$ cat config.mk
export PLATFORM = sky130hd
export DESIGN_NAME = piso_tx_flat
export DESIGN_NICKNAME = d
export VERILOG_FILES = /design/src/rtl/piso_tx_if.sv /design/src/rtl/piso_tx.sv /design/src/flat_wrapper.sv
export SDC_FILE = /design/constraint.sdc
export NUM_CORES = 1
export LEC_CHECK = 0
export ABC_CLOCK_PERIOD_IN_PS = 2060
export CAP_MARGIN = 20
export CORE_MARGIN = 2
export CORE_UTILIZATION = 48
export CTS_CLUSTER_DIAMETER = 50
export CTS_CLUSTER_SIZE = 16
export DETAILED_ROUTE_END_ITERATION = 16
export PLACE_DENSITY = 0.84
export SLEW_MARGIN = 5
export SYNTH_ARGS = -nofsm -noshare
export SYNTH_HDL_FRONTEND = slang
export SYNTH_SLANG_ARGS = --single-unit
export TNS_END_PERCENT = 30
$ cat constraint.sdc
create_clock -name clk -period 2.06 [get_ports clk]
set_clock_uncertainty 0.15 [all_clocks]
set_input_delay 0.309 -clock clk [delete_from_list [all_inputs] [get_ports clk]]
set_output_delay 0.309 -clock clk [all_outputs]
set_load 0.005 [all_outputs]
$ cat src/rtl/piso_tx_if.sv
// Handshake and serial-line bundle for the PISO transmitter.
// The master side presents words; the slave side (the transmitter) serialises them.
interface piso_tx_if #(
  parameter int WIDTH = 8
);
  logic [WIDTH-1:0] data_in;
  logic             load;
  logic             ready;
  logic             data_out;
  logic             frame;
  logic             done;

  modport master (
    output data_in,
    output load,
    input  ready,
    input  data_out,
    input  frame,
    input  done
  );

  modport slave (
    input  data_in,
    input  load,
    output ready,
    output data_out,
    output frame,
    output done
  );
endinterface

$ cat src/rtl/piso_tx.sv
// Parallel-in, serial-out transmitter.
// A word accepted on the valid/ready handshake is sent LSB-first, one bit per
// clock, qualified by frame. A receiver that shifts right (new bit entering at
// the MSB) on every frame-qualified edge ends up holding the original word.
// A new word may be accepted in the last bit cycle, giving gapless streaming.
module piso_tx #(
  parameter int WIDTH = 8
) (
  input  logic        clk,
  input  logic        clr,
  piso_tx_if.slave    bus
);

  localparam int CW = $clog2(WIDTH);
  localparam logic [CW-1:0] LAST_CNT = CW'(WIDTH - 1);

  typedef enum logic {
    IDLE  = 1'b0,
    SHIFT = 1'b1
  } state_t;

  state_t         r_state;
  logic [WIDTH-1:0] r_shreg;
  logic [CW-1:0]  r_cnt;
  logic           r_frame;
  logic           r_done;

  logic           w_last;
  logic           w_ready;
  logic           w_accept;

  // The last bit of a word is on the line when the counter reaches WIDTH-1;
  // that cycle doubles as the slot for accepting the follow-on word.
  assign w_last   = (r_state == SHIFT) && (r_cnt == LAST_CNT);
  assign w_ready  = (r_state == IDLE) || w_last;
  assign w_accept = bus.load && w_ready;

  // Transmit FSM: load on accept, shift while framing, pulse done after the last bit.
  always_ff @(posedge clk or posedge clr) begin
    if (clr) begin
      r_state <= IDLE;
      r_shreg <= '0;
      r_cnt   <= '0;
      r_frame <= 1'b0;
      r_done  <= 1'b0;
    end else begin
      case (r_state)
        IDLE: begin
          r_done <= 1'b0;
          if (w_accept) begin
            r_shreg <= bus.data_in;
            r_cnt   <= '0;
            r_state <= SHIFT;
            r_frame <= 1'b1;
          end else begin
            r_frame <= 1'b0;
          end
        end
        SHIFT: begin
          if (w_last) begin
            // Final bit leaves the line at this edge.
            r_done <= 1'b1;
            if (w_accept) begin
              // Gapless reload: frame stays high into bit 0 of the next word.
              r_shreg <= bus.data_in;
              r_cnt   <= '0;
              r_frame <= 1'b1;
            end else begin
              // Counter returns to 0 so it never holds a value above WIDTH-1.
              r_shreg <= r_shreg >> 1;
              r_cnt   <= '0;
              r_state <= IDLE;
              r_frame <= 1'b0;
            end
          end else begin
            r_done  <= 1'b0;
            r_shreg <= r_shreg >> 1;
            r_cnt   <= r_cnt + 1'b1;
          end
        end
        default: begin
          r_state <= IDLE;
          r_frame <= 1'b0;
          r_done  <= 1'b0;
        end
      endcase
    end
  end

  // Serial line is gated by frame and driven from registers only.
  assign bus.data_out = r_frame ? r_shreg[0] : 1'b0;
  assign bus.frame    = r_frame;
  assign bus.done     = r_done;
  assign bus.ready    = w_ready;

endmodule

$ cat src/flat_wrapper.sv
// flat-port wrapper written by rule: the top's interface ports become plain ports
module piso_tx_flat 
#(
  parameter int WIDTH = 8
)
  (clk, clr, bus_data_in, bus_load, bus_ready, bus_data_out, bus_frame, bus_done);
  piso_tx_if #(.WIDTH(WIDTH)) bus_i ();
  input  logic clk;
  input  logic clr;
  input wire logic [$bits(bus_i.data_in)-1:0] bus_data_in;
  input wire logic [$bits(bus_i.load)-1:0] bus_load;
  output wire logic [$bits(bus_i.ready)-1:0] bus_ready;
  output wire logic [$bits(bus_i.data_out)-1:0] bus_data_out;
  output wire logic [$bits(bus_i.frame)-1:0] bus_frame;
  output wire logic [$bits(bus_i.done)-1:0] bus_done;
  assign bus_i.data_in = bus_data_in;
  assign bus_i.load = bus_load;
  assign bus_ready = bus_i.ready;
  assign bus_data_out = bus_i.data_out;
  assign bus_frame = bus_i.frame;
  assign bus_done = bus_i.done;
  piso_tx #(.WIDTH(WIDTH)) u_core (.clk(clk), .clr(clr), .bus(bus_i));
endmodule
==> results.yml <==
clock_network:
  clk_pin_slew_ns: 0.08
  cts_buffers: 3
  cts_tree: "done"
  h-tree-depth: 1
  clkLatencyLatePin_ns: 0.27
  clock-sinks: 14
  cts_buffer_depth: 2
  hold_buffers: 0
  cts-root-buf: "clkbuf_4"
critical_path:
  criticalPathCategory: "flip-flop to output pin"
  critPathArrivalTime_ns: 1.44
  cp.required_ns: 1.60
  end_kind: "output pin"
  r2r_slack_ns: 0.44
  critical_path.startpoint_type: "flip-flop"
  cp_max_fo: 3
global_route:
  grt_max_degree: 17
  grt_antenna_before_repair: 0
  grt_pass1_vias: 524
  overflow: 0
  grt_pass1_wl_um: 2173
  grt_usage: 0.1599
timing:
  fin_hold_ws_ns: 0.2214
  finalSetupViolCount: 0
  rsz0062_at_grt: "no"
  post-route-period-util: 0.9201
  worst_slew_pin_slew_ns: 0.5321
  fmax_ghz: 0.5276
  final_max_slew_viol_count: 0
  fin_crit_ns: 1.895
  final-hold-violation-count: 0
  slew_headroom: 0.6449
  tns_ns: 0
  worst_slack_ns: 0.1647
drt:
  first_pass_iters: 4
  drt-wirelength-per-cell_um: 12.83
  vias_per_cell: 5.653
  vias: 571
  drt_iter0_markers: 8
  drtAntennaViolNets: 0
  postRouteWirelength_um: 1296
  drc: 0
pwr:
  total_leakage_power_nw: 0.4189
  power.density_mw_per_mm2: 1209
  ir_worst_vdd_mv: 0.4812
  total_power_w: 0.001093
layout:
  multiInputGateArea_um2: 330.3
  syn_to_final_growth_pct: 23.84
  fillers: 135
  final_nets: 100
  postLayoutCoreUtil: 0.6139
  register_area_um2: 350.3
  n_antenna_cell: 0
  layout-drive-gt1-share: 0.1647
place:
  gp_congestion: 0.7050
  dp_slack_ns: 0.2190
  io_buffers: 14
  dp_hpwl_um: 962.4
yosys:
  netlist_area_um2: 729.5
  synth_edf_count: 0
  synth_seq_cells: 14
  synthArstFlopShare: 1.000
  yosysMostFrequentCell: "dfrtp_1"
  yosys.area_share.simple: 0.1870
  synth-adder-area-share: 0.03431
  synth_area_leader_cell: "dfrtp_1"
  synth_compound_area_frac: 0.1973
  synth_area_per_cell_um2: 10.73
  synthFlopType: "dfrtp_1"
  synth_top_area_share: 0.4803
  syn_inst: 68
  synth-xor-area-share: 0
  synthTopCellsByArea: "dfrtp_1, a211oi_1, o22ai_1"
  synth_top_family_by_area: "compound AO/OA/AOI/OAI gates"
  ys_seq_area_frac: 0.4803
  synth.distinct_cells: 23
  syn-num-nets: 81
  yosys_warnings: 0
  synth.mux.area_fraction: 0.03431
  synthTopCellsByCount: "dfrtp_1, nor2_1, a211oi_1, o22ai_1, and2b_2"
die:
  initial_core_util: 0.4957
  die_y_um: 42.99
  die_w_um: 42.99
  dieArea_mm2: 0.001848
  placementRows: 14
  top_level_ports: 15
  core_mm2: 0.001471
min_path:
  hp-class: "input pin to asynchronous set/reset pin"
flow_run:
  drv_cap: 0
status:
  outcome: "finished clean"
worst paths after layout:
path	end	depth (start not counted)	startpoint
worst min-delay path	u_core.r_state	2	clr
min in group clk	u_core.r_shreg[2]	2	u_core.r_shreg[3]
worst max register to register	u_core.r_shreg[1]	6	u_core.r_cnt[0]
max in group asynchronous	u_core.r_cnt[0]	2	clr
worst min register to register	u_core.r_shreg[2]	2	u_core.r_shreg[3]
worst max-delay path	bus_ready	4	u_core.r_cnt[0]
metal layers:
metal | GRT usage | up-vias | part of all wire
met1 | 0.1935 | 274 | 0.45
met2 | 0.2576 | 14 | 0.50
met4 | 0.09091 | 0 | 0.011
li1 | - | 281 | -
met5 | 0 | - | 0
met3 | 0.03830 | 2 | 0.041
report_power, final:
part           total, W  internal, W  switching [W]  leakage, nW
combinational  0.000485     0.000278       0.000207        0.232
clock          0.000145    0.0000675      0.0000777       0.0138
sequential     0.000462     0.000395      0.0000670        0.173
total           0.00109     0.000741       0.000352        0.419
logic make-up after synthesis:
kind of cell               Yosys count
and+or+nand+nor                     24
AOI/OAI and AO/OA                   19
DFF                                 14
buffers and inverters                7
muxes                                2
adders and majority gates            2
sequential cells by signal (all words and copies together) (netlist names):
signal,cells
u_core.bus.frame,1
u_core.bus.done,1
u_core.r_shreg,8
u_core.r_state,1
u_core.r_cnt,3
metrics by stage:
stage | instance area [µm²] | cells
2_1_floorplan | 729.5 | 68
3_3_place_gp | 874.6 | 97
3_5_place_dp | 874.6 | 97
4_1_cts | 903.4 | 101
5_1_grt | 903.4 | 101
6_report | 903.4 | 101
area by class of cell:
type                    count  share of cell area
well taps                  16             0.02216
repair buffers             18              0.1870
multi-input cells          47              0.3657
flip-flops and latches     14              0.3878
clock buffers               3             0.02493
inverters                   3             0.01247
critical path: stages (launching register included):
cell           delay, ns
dfrtp_1             0.38
ha_1                0.20
ha_1                0.19
nand2b_4            0.15
dlygate4sd2_1       0.26
layout by cell type (no fill, tap or decap):
cell	netlist	final
and2_1	2	2
and2b_2	4	4
clkdlybuf4s50_1	0	13
o21ai_0	1	1
a22o_1	1	1
nand3_1	1	1
o22ai_1	7	7
ha_1	2	2
nor2b_1	3	3
mux2_4	1	1
dlygate4sd2_1	0	1
a211oi_1	7	7
clkbuf_4	0	3
nor2_1	9	9
nand2b_4	1	1
mux2i_1	1	1
nand2b_1	1	1
buf_4	1	4
nand2_1	3	3
dfrtp_1	14	14
a21bo_4	1	1
o32ai_1	2	2
inv_1	3	3
repair_timing:
action                     CTS  global route
resized for setup            1             0
setup endpoints to repair    1             0
buffers inserted             1             0
Note: power is estimated with default switching activity, not from simulation.
